==> src/rtl/debug_unit.sv <==
// Host debug controller: UART program loader, run/step gate for the pipeline,
// and PC/register-bank dump back over UART.
module debug_unit #(
   parameter int NBITS     = 32,
   parameter int RBITS     = 5,
   parameter int MEM_SIZE  = 7,
   parameter int BANK_SIZE = 32
) (
   input  logic                clk,
   input  logic                rst,
   input  logic [7:0]          i_rx_data,
   input  logic                i_rx_valid,
   output logic [7:0]          o_tx_data,
   output logic                o_tx_start,
   input  logic                i_tx_done,
   output logic                o_imem_we,
   output logic [MEM_SIZE-1:0] o_imem_addr,
   output logic [NBITS-1:0]    o_imem_data,
   output logic                o_cpu_en,
   output logic                o_cpu_rst,
   output logic [RBITS-1:0]    o_reg_addr,
   input  logic [NBITS-1:0]    i_reg_data,
   input  logic [NBITS-1:0]    i_pc,
   input  logic                i_halt
);

   localparam int NB = NBITS / 8;
   localparam int BW = (NB > 1) ? $clog2(NB) : 1;
   localparam int WW = $clog2(BANK_SIZE + 1);

   localparam logic [7:0] CMD_LOAD = 8'h4C;
   localparam logic [7:0] CMD_CONT = 8'h43;
   localparam logic [7:0] CMD_STEP = 8'h53;

   localparam logic [3:0] S_IDLE   = 4'd0;
   localparam logic [3:0] S_LCNT   = 4'd1;
   localparam logic [3:0] S_LBYTES = 4'd2;
   localparam logic [3:0] S_WRITE  = 4'd3;
   localparam logic [3:0] S_LEND   = 4'd4;
   localparam logic [3:0] S_RUN    = 4'd5;
   localparam logic [3:0] S_STEP   = 4'd6;
   localparam logic [3:0] S_DFETCH = 4'd7;
   localparam logic [3:0] S_DLATCH = 4'd8;
   localparam logic [3:0] S_DSEND  = 4'd9;
   localparam logic [3:0] S_DWAIT  = 4'd10;

   logic [3:0]          r_state;
   logic [7:0]          r_cnt;
   logic [MEM_SIZE-1:0] r_addr;
   logic [BW-1:0]       r_bidx;
   logic [NBITS-1:0]    r_shift;
   logic [NBITS-1:0]    r_word;
   logic [WW-1:0]       r_widx;
   logic [RBITS-1:0]    r_reg_addr;
   logic                r_halted;

   logic w_last_byte;
   assign w_last_byte = (r_bidx == BW'(NB - 1));

   always_ff @(posedge clk) begin
      if (rst) begin
         r_state    <= S_IDLE;
         r_cnt      <= '0;
         r_addr     <= '0;
         r_bidx     <= '0;
         r_shift    <= '0;
         r_word     <= '0;
         r_widx     <= '0;
         r_reg_addr <= '0;
         r_halted   <= 1'b0;
      end else begin
         case (r_state)
            S_IDLE: begin
               if (i_rx_valid) begin
                  if (i_rx_data == CMD_LOAD) begin
                     r_state <= S_LCNT;
                     r_addr  <= '0;
                     r_bidx  <= '0;
                  end else if (i_rx_data == CMD_CONT && !r_halted) begin
                     r_state <= S_RUN;
                  end else if (i_rx_data == CMD_STEP && !r_halted) begin
                     r_state <= S_STEP;
                  end
               end
            end
            S_LCNT: begin
               if (i_rx_valid) begin
                  r_cnt   <= i_rx_data;
                  r_bidx  <= '0;
                  r_state <= (i_rx_data == 8'd0) ? S_LEND : S_LBYTES;
               end
            end
            S_LBYTES: begin
               if (i_rx_valid) begin
                  r_shift <= (r_shift << 8) | NBITS'(i_rx_data);
                  if (w_last_byte) r_state <= S_WRITE;
                  else             r_bidx  <= r_bidx + 1'b1;
               end
            end
            S_WRITE: begin
               r_addr  <= r_addr + 1'b1;
               r_cnt   <= r_cnt - 8'd1;
               r_bidx  <= '0;
               r_state <= (r_cnt == 8'd1) ? S_LEND : S_LBYTES;
            end
            S_LEND: begin
               r_halted <= 1'b0;
               r_state  <= S_IDLE;
            end
            S_RUN, S_STEP: begin
               if (i_halt) r_halted <= 1'b1;
               // STEP always leaves after its single enabled cycle
               if (i_halt || r_state == S_STEP) begin
                  r_word     <= i_pc;
                  r_bidx     <= '0;
                  r_widx     <= '0;
                  r_reg_addr <= '0;
                  r_state    <= S_DSEND;
               end
            end
            S_DFETCH: r_state <= S_DLATCH;
            S_DLATCH: begin
               r_word  <= i_reg_data;
               r_bidx  <= '0;
               r_state <= S_DSEND;
            end
            S_DSEND: r_state <= S_DWAIT;
            S_DWAIT: begin
               if (i_tx_done) begin
                  if (!w_last_byte) begin
                     r_word  <= r_word << 8;
                     r_bidx  <= r_bidx + 1'b1;
                     r_state <= S_DSEND;
                  end else if (r_widx == WW'(BANK_SIZE)) begin
                     r_state <= S_IDLE;
                  end else begin
                     // word 0 is the PC, so the register address only moves after a register word
                     if (r_widx != '0) r_reg_addr <= r_reg_addr + 1'b1;
                     r_widx  <= r_widx + 1'b1;
                     r_state <= S_DFETCH;
                  end
               end
            end
            default: r_state <= S_IDLE;
         endcase
      end
   end

   assign o_imem_we   = (r_state == S_WRITE);
   assign o_imem_addr = r_addr;
   assign o_imem_data = r_shift;
   assign o_cpu_en    = (r_state == S_RUN) || (r_state == S_STEP);
   assign o_cpu_rst   = (r_state == S_LEND);
   assign o_tx_start  = (r_state == S_DSEND);
   assign o_tx_data   = r_word[NBITS-1 -: 8];
   assign o_reg_addr  = r_reg_addr;

endmodule

==> config.mk <==
export PLATFORM = sky130hd
export DESIGN_NAME = debug_unit
export DESIGN_NICKNAME = d
export VERILOG_FILES = /design/src/rtl/debug_unit.sv
export SDC_FILE = /design/constraint.sdc
export NUM_CORES = 1
export LEC_CHECK = 0
export ABC_AREA = 1
export ABC_CLOCK_PERIOD_IN_PS = 4400
export CORE_ASPECT_RATIO = 1.5
export CORE_MARGIN = 2
export CORE_UTILIZATION = 25
export CTS_BUF_LIST = sky130_fd_sc_hd__clkbuf_8
export CTS_CLUSTER_SIZE = 28
export DETAILED_ROUTE_END_ITERATION = 7
export PLACE_DENSITY = 0.57
export SETUP_SLACK_MARGIN = 0.02
export SKIP_LAST_GASP = 1
export SLEW_MARGIN = 25
export SYNTH_ARGS = -nofsm -noshare
export SYNTH_HDL_FRONTEND = slang
export SYNTH_SLANG_ARGS = --single-unit
==> constraint.sdc <==
create_clock -name clk -period 4.4 [get_ports clk]
set_input_delay 1.32 -clock clk [delete_from_list [all_inputs] [get_ports clk]]
set_output_delay 1.32 -clock clk [all_outputs]
set_load 0.01 [all_outputs]
==> metrics.csv, run 1 <==
metric;value;unit
synth.avg_cell_area;6.65;sq um
r2r_cells;9;
synth-xor-area-share;0.0187;
io_buffer_count;132;
start_util;0.254;
yosysTopAreaCellShare;0.377;
cts.clk_slew.worst_paths;0.10;ns
critical_path_arrival;1.96;ns
async_reset_ff_frac;0;
p_leak;0.00257;uW
crit_family;buffers and inverters;
max-vdd-ir-drop;0.111;mV
fin_util;0.336;
synthTopCellsByCount;213 x nand2_1, 97 x dfxtp_1, 86 x a21oi_1;
drtIter0Drc;231;
status;finished, final reports clean;
maxCapViolations;0;
die_h;180;um
synth_top_area_cell;dfxtp_1;
synth_flop_cell;dfxtp_1;
ys_ff_latch;97;
timing.fmax;0.305;GHz
slowest_delay;0.58;ns
finalPower;1640;uW
chipWidth;121;um
num_vias;5184;
syn_area;5140;sq um
n_antenna_cell;0;
synth_fa_ha_area_frac;0.0170;
synth_nets;858;
gp_congestion;0.787;
hold_buffers;0;
cts_tree;yes;
path_depth;4;
fin_crit_sh;0.746;
globalRouteOverflowTotal;0;
syn_inst;774;
hold_path.class;register to register;
rsz0062_at_grt;false;
synth_top_family_by_area;simple AND/OR/NAND/NOR gates;
critPathKind;register to output pin;
routed_wirelength;15600;um
holdWs;0.448;ns
synth-seq-area-share;0.377;
r2r_start;r_state[1];
drive_gt1_frac;0.0666;
ant_nets;0;
yosysWarningCount;0;
fin_tns_setup;0;ns
dpl.hpwl;11000;um
num_rows;64;
grt_max_degree;70;
cellPowerDensity;240;nW/um^2
area_delta_synth_final;32.5;%
numCtsBuffers;9;
synthMuxAreaShare;0;
dieArea;21800;sq um
drt-pass1-iter-count;6;
h-tree-depth;3;
end_kind;output pin;
clk_latency;0.37;ns
slew_headroom;0.415;
coreArea;20300;sq um
cp_slowest_cell;clkdlybuf4s50_1;
antenna_found_initial;0;
floorplan.io_pins;133;
critPathCapture;o_imem_we;
cts-resized-gates;0;
viasPerCell;4.51;
clock_tree.buffer_depth;2;
worst_slew_pin_slew;0.872;ns
synthSimpleGateAreaFrac;0.329;
maxSlewViolCount;0;
synth_compound_area_frac;0.157;
finClkSkew;0.0137;ns
setup_violations;0;
startpoint;r_state[1];
synth_area_leaders;dfxtp_1 38%, nand2_1 16%, a21oi_1 8.4%, nand3_1 6.4%, nor2_1 5.8%;
cts.sink_count;97;
post_cts_buffers;0;
grt_pass1_vias;5069;
worst-path-buf-inv;2;
root_buffer;clkbuf_8;
fin_cells;1150;
cp_max_fo;16;
grt_pass1_wl;25100;um
synth_edf_count;0;
worstPathCellList;nand2_1 > nor2_2 > buf_4 > clkdlybuf4s50_1;
drc_errors;0;
required;3.08;ns
hold_viol;0;
min_from;r_word[18];
ys_types;35;
place_inst;1134;
rrSetupSlack;2.25;ns
r2r_end;o_reg_addr[0];
nets;965;
grt.total_usage;0.143;
post-synth-top-count-cell;nand2_1;
period_needed;3.28;ns
wl_per_cell;13.6;um
critPathLaunchType;register;
==> cells by family (layout without fill, tap and decap cells) <==
group,count (synthesis),in the layout
xor+xnor,11,11
buf+inv,117,229
compound gates,145,145
fa+ha+maj,7,7
flops,97,97
simple gates,397,397
==> cells in the final DEF, fill, tap and decap left out, types with 2 or more instances in the layout <==
master,netlist,final
nand2_2,12,12
clkbuf_8,0,10
dfxtp_1,97,97
nor3_1,5,5
a31oi_1,3,3
buf_4,10,8
ha_1,7,7
clkinv_4,0,2
o21ai_0,32,32
nand2_4,2,2
o211ai_1,5,5
inv_2,6,6
nor2_2,4,4
nand3_2,2,2
a21oi_2,7,6
nand4_1,10,10
a21oi_1,86,86
nor2_1,80,80
nand2_1,213,213
nand3_1,66,66
clkdlybuf4s50_1,0,131
a22o_1,8,8
xnor2_1,3,3
inv_1,65,67
xor2_1,8,8
==> how the worst min path moves through the flow <==
stage,end,slack [ns],cells after the start
after detailed placement,r_word[18],0.44,2
after floorplan,r_word[14],0.42,2
after global routing,r_word[18],0.47,2
after CTS,r_word[18],0.45,2
final,r_word[18],0.45,2
after global placement,r_word[14],0.43,2
==> stage by stage <==
| stage | worst slack (ns) | instance area, sq um |
|---|---|---|
| 2_1_floorplan | 2.08 | 5140 |
| 3_3_place_gp | 1.41 | 6620 |
| 4_1_cts | 1.08 | 6820 |
| 5_1_grt | 0.970 | 6820 |
| 6_report | 1.12 | 6820 |
| 3_5_place_dp | 1.39 | 6620 |
==> where the power goes <==
part | total (uW) | internal [uW] | leakage, uW | switching (uW)
clock | 603 | 276 | 0.000109 | 327
combinational | 153 | 83.8 | 0.00168 | 68.9
sequential | 881 | 879 | 0.000781 | 2.07
==> metal layers <==
layer  part of all wire  vias up  track usage
li1                   -     2692            -
met1               0.43     2336        0.163
met2               0.49      140        0.259
met3              0.062       16       0.0343
met4              0.017        0       0.0437
met5                  0        -            0
==> layout make-up <==
cell class,count,area [sq um]
clock buffers,10,138
repair buffers,140,1380
clock inverters,6,60.1
flip-flops and latches,97,1940
inverters,73,277
well taps,264,330
fillers,2246,13400
multi-input cells,560,2690
==> worst reg2reg max path, stage by stage (launching register included) <==
cell	delay (ns)
dfxtp_1	0.48
nand2_4	0.13
nor2_8	0.38
inv_2	0.26
nand2_1	0.20
nand2_1	0.09
inv_2	0.09
nand3_1	0.17
o21ai_1	0.18
nor2_1	0.06
==> sequential cells by signal (all words and copies together) (netlist names), 2 cells and up <==
signal	flops
r_bidx	2
o_imem_addr	7
r_word	32
o_imem_data	32
r_widx	6
r_cnt	8
r_state	4
o_reg_addr	5
(Power assumes the default switching activity.)
==> inputs of run 2 (changes only) <==
--- a/config.mk
+++ b/config.mk
@@ -6,7 +6,7 @@
 export NUM_CORES = 1
 export LEC_CHECK = 0
 export ABC_AREA = 1
-export ABC_CLOCK_PERIOD_IN_PS = 4400
+export ABC_CLOCK_PERIOD_IN_PS = 3110
 export CORE_ASPECT_RATIO = 1.5
 export CORE_MARGIN = 2
 export CORE_UTILIZATION = 25
==> constraint.sdc (replaced) <==
create_clock -name clk -period 3.11 [get_ports clk]
set_input_delay 0.933 -clock clk [delete_from_list [all_inputs] [get_ports clk]]
set_output_delay 0.933 -clock clk [all_outputs]
set_load 0.01 [all_outputs]
==> run 2 against run 1 <==
Non-clock buffer count is 2 higher. Register-to-register slack worse by 1.2 ns. Via count is 0.44% higher. Setup slack worse by 0.84 ns. Global-route usage hardly changed. Highest routed layer unchanged. Critical path type unchanged. Final cell count is 0.17% higher. Critical path depth is 1 lower. Clock-buffer cell count is 1 lower.
==> metrics.csv, run 2 (synthesis results as in run 1) <==
metric;value;unit
cellPowerDensity;342;nW/um^2
routed_wirelength;15600;um
grt_pass1_vias;5283;
finClkSkew;0.0147;ns
maxCapViolations;0;
drtIter0Drc;168;
n_antenna_cell;0;
h-tree-depth;3;
setup_violations;0;
grt_pass1_wl;25300;um
worst_slew_pin_slew;0.769;ns
fin_crit_sh;0.910;
period_needed;2.83;ns
cts.sink_count;97;
finalPower;2350;uW
chipWidth;121;um
p_leak;0.00258;uW
fin_tns_setup;0;ns
globalRouteOverflowTotal;0;
worstPathCellList;nand2_1 > nor2_2 > clkdlybuf4s50_1;
viasPerCell;4.52;
cts-resized-gates;0;
nets;967;
critPathLaunchType;register;
root_buffer;clkbuf_8;
critical_path_arrival;1.90;ns
io_buffer_count;132;
status;finished, final reports clean;
gp_congestion;0.861;
drt-pass1-iter-count;4;
slew_headroom;0.487;
dieArea;21800;sq um
required;2.18;ns
die_h;180;um
grt.total_usage;0.143;
layout_common_cells;213 x nand2_1, 131 x clkdlybuf4s50_1, 97 x dfxtp_1, 86 x a21oi_1, 80 x nor2_1;
dpl.hpwl;11300;um
hold_viol;0;
ant_nets;0;
rsz0062_at_grt;false;
start_util;0.254;
hold_buffers;0;
end_kind;output pin;
clk_latency;0.39;ns
max-vdd-ir-drop;0.199;mV
maxSlewViolCount;0;
timing.fmax;0.353;GHz
grt_max_degree;39;
hold_path.class;register to register;
floorplan.io_pins;133;
numCtsBuffers;9;
clock_tree.buffer_depth;2;
final_common_cell;nand2_1;
num_rows;64;
wl_per_cell;13.6;um
post_cts_buffers;0;
drive_gt1_frac;0.0698;
slowest_delay;0.61;ns
cp_slowest_cell;clkdlybuf4s50_1;
area_delta_synth_final;33.1;%
num_vias;5207;
cts.clk_slew.worst_paths;0.10;ns
drc_errors;0;
cts_tree;yes;
antenna_found_initial;0;
coreArea;20300;sq um
cp_max_fo;5;
critPathKind;register to output pin;
-- run 2: critical path, delay by kind of cell, from the launching register on --
| kind | cells | cell delay (ns) |
|---|---|---|
| flip-flops | 1 | 0.50 |
| buffers and inverters | 1 | 0.61 |
| AND/OR/NAND/NOR | 2 | 0.42 |
-- run 2: final cells by class --
type                       count  area, sq um
fill                        2228        13400
multi-input combinational    560         2690
sequential                    97         1940
timing repair buffer         142         1400
tap                          264          330
inverter                      73          277
clock buffer                   9          124
clock inverter                 7         78.8
-- run 2: final timing paths --
path / endpoint / from / slack [ns] / depth (start not counted)
worst max-delay path: o_imem_we / r_state[1] / 0.28 / 3
worst min-delay path: r_word[18] / r_word[18] / 0.45 / 2
worst max register to register: o_reg_addr[0] / r_state[1] / 1.01 / 9
worst min register to register: r_word[18] / r_word[18] / 0.45 / 2
-- run 2: metal layers --
metal / wire (um) / GRT usage / vias up
met5: 0 / 0 / -
met4: 518 / 0.0690 / 0
met3: 1080 / 0.0311 / 33
met2: 7420 / 0.252 / 151
met1: 6600 / 0.161 / 2320
li1: - / - / 2703
-- run 2: where the power goes --
part           total, uW  switching, uW  internal, uW
combinational        216           97.0           119
clock                883            500           382
sequential          1250           2.99          1240
-- run 2: per-stage QoR --
step	cells	utilization	hold slack (ns)	instance area (sq um)	setup WS (ns)
5_1_grt	1152	0.338	0.471	6850	0.212
4_1_cts	1152	0.338	0.451	6850	0.258
3_3_place_gp	1136	0.328	0.433	6650	0.593
2_1_floorplan	774	-	0.422	5140	1.17
3_5_place_dp	1136	0.328	0.436	6650	0.565
6_report	1152	0.338	0.450	6850	0.280
==> inputs of run 3 (changes only) <==
--- a/config.mk
+++ b/config.mk
@@ -13,8 +13,9 @@
 export CTS_BUF_LIST = sky130_fd_sc_hd__clkbuf_8
 export CTS_CLUSTER_SIZE = 28
 export DETAILED_ROUTE_END_ITERATION = 7
+export GPL_ROUTABILITY_DRIVEN = 0
 export PLACE_DENSITY = 0.57
-export SETUP_SLACK_MARGIN = 0.02
+export SETUP_SLACK_MARGIN = 0.4
 export SKIP_LAST_GASP = 1
 export SLEW_MARGIN = 25
 export SYNTH_ARGS = -nofsm -noshare
==> run 3 against run 2 <==
Hold slack barely moved. Clock-buffer cell count unchanged. Largest power group unchanged. Clock power about the same. Critical path depth is 1 higher. First-iteration DRC count decreased by 6.5%. Wire length about the same. Highest routed layer unchanged. Power hardly changed. Maximum frequency grew 9.9%. Non-clock buffer count is the same.
==> metrics.csv, run 3 (synthesis results as in run 1) <==
metric;value;unit
grt_pass1_wl;25300;um
ant_nets;0;
num_vias;5225;
hold_end;r_word[18];
n_antenna_cell;0;
h-tree-depth;3;
wl_per_cell;13.6;um
clk_latency;0.39;ns
finalWorstSetupSlack;0.534;ns
worstPathCellList;inv_1 > nand2_1 > nor2_1 > clkdlybuf4s50_1;
maxCapViolations;0;
drive_gt1_frac;0.0743;
hold_viol;0;
globalRouteOverflowTotal;0;
floorplan.io_pins;133;
routed_wirelength;15600;um
fin_util;0.339;
dpl.hpwl;11300;um
r2r_end;o_reg_addr[0];
critPathKind;register to output pin;
setup_violations;0;
slowest_delay;0.55;ns
fill_cells;2229;
io_buffer_count;132;
root_buffer;clkbuf_8;
slew_headroom;0.470;
r2r_cells;10;
viasPerCell;4.54;
hold_depth;2;
min_from;r_word[18];
hold_buffers;0;
dieArea;21800;sq um
worst_slew_pin_slew;0.794;ns
drc_errors;0;
grt_max_degree;39;
cts.clk_slew.worst_paths;0.10;ns
die_h;180;um
chipWidth;121;um
post_cts_buffers;0;
maxSlewViolCount;0;
drt-pass1-iter-count;4;
fin_crit_sh;0.828;
rrSetupSlack;1.09;ns
numCtsBuffers;9;
cts_tree;yes;
area_delta_synth_final;33.3;%
hold_path.class;register to register;
multiInputGateArea;2700;sq um
start_util;0.254;
p_leak;0.00261;uW
period_needed;2.58;ns
r2r_start;r_state[0];
drtIter0Drc;157;
antenna_found_initial;0;
final_common_cell;nand2_1;
grt_pass1_vias;5283;
finClkSkew;0.0157;ns
end_kind;output pin;
status;finished, final reports clean;
timing.fmax;0.388;GHz
clock_tree.buffer_depth;2;
nets;967;
critPathLaunchType;register;
max-vdd-ir-drop;0.199;mV
grt.total_usage;0.143;
critical_path_arrival;1.64;ns
rsz0062_at_grt;false;
cp_max_fo;5;
fin_tns_setup;0;ns
final-seq-area;1940;sq um
coreArea;20300;sq um
num_rows;64;
layout_common_cells;213 x nand2_1, 128 x clkdlybuf4s50_1, 95 x dfxtp_1, 85 x a21oi_1, 80 x nor2_1;
place_ws;0.565;ns
required;2.18;ns
cts.sink_count;97;
cp_slowest_cell;clkdlybuf4s50_1;
cellPowerDensity;342;nW/um^2
run 3: cell count changes in the layout (fill, tap and decap cells not counted), sizes merged:
cell / delta
dlygate4sd2: +2
dlymetal6s2s: +1
clkdlybuf4s50: -3
run 3: worst max path at each step:
stage	startpoint	endpoint	slack [ns]	depth (start not counted)
3_5_place_dp	i_rx_data[7]	o_imem_addr[5]	0.57	10
3_3_place_gp	i_rx_data[7]	o_imem_addr[5]	0.59	10
6_report	r_state[3]	o_cpu_rst	0.53	4
4_1_cts	r_state[0]	o_cpu_rst	0.41	4
2_1_floorplan	r_state[1]	o_imem_we	1.17	3
5_1_grt	r_state[3]	o_cpu_rst	0.43	4
run 3: per-stage QoR:
| step | power (uW) | instance area, sq um | cells | hold WS (ns) |
|---|---|---|---|---|
| floorplan | 1360 | 5140 | 774 | 0.422 |
| CTS | 2390 | 6860 | 1152 | 0.451 |
| global route | 2460 | 6860 | 1152 | 0.471 |
| global placement | 1490 | 6650 | 1136 | 0.433 |
| detailed placement | 1490 | 6650 | 1136 | 0.436 |
| finish | 2350 | 6860 | 1152 | 0.450 |
run 3: per-layer routing:
metal  part of all wire  routed length (um)  vias to the layer above  GRT usage
met5                  0                   0                        -          0
met1               0.42                6580                     2332      0.161
met3              0.069                1070                       32     0.0311
met4              0.033                 518                        0     0.0690
met2               0.48                7440                      156      0.252
li1                   -                   -                     2705          -
run 3: timing repair:
item,in CTS,in global routing
endpoints found under the hold margin,0,0
cloned,0,0
setup endpoints to repair,2,2
gates resized for setup,5,3
run 3: critical path: cells and delay by family (launching register included):
family / cells / cell delay (ns)
buffers and inverters: 2 / 0.62
flip-flops: 1 / 0.33
AND/OR/NAND/NOR: 2 / 0.31
run 3: layout make-up:
class,instances,area share
Clock inverter,7,0.0115
Timing Repair Buffer,142,0.205
Tap cell,264,0.0481
Clock buffer,9,0.0181
Sequential cell,97,0.283
Multi-Input combinational cell,560,0.394
Inverter,73,0.0403
run 3: report_power, final:
part | internal (uW) | switching, uW
Sequential | 1240 | 2.97
Clock | 382 | 500
Combinational | 119 | 97.3
Total | 1750 | 601
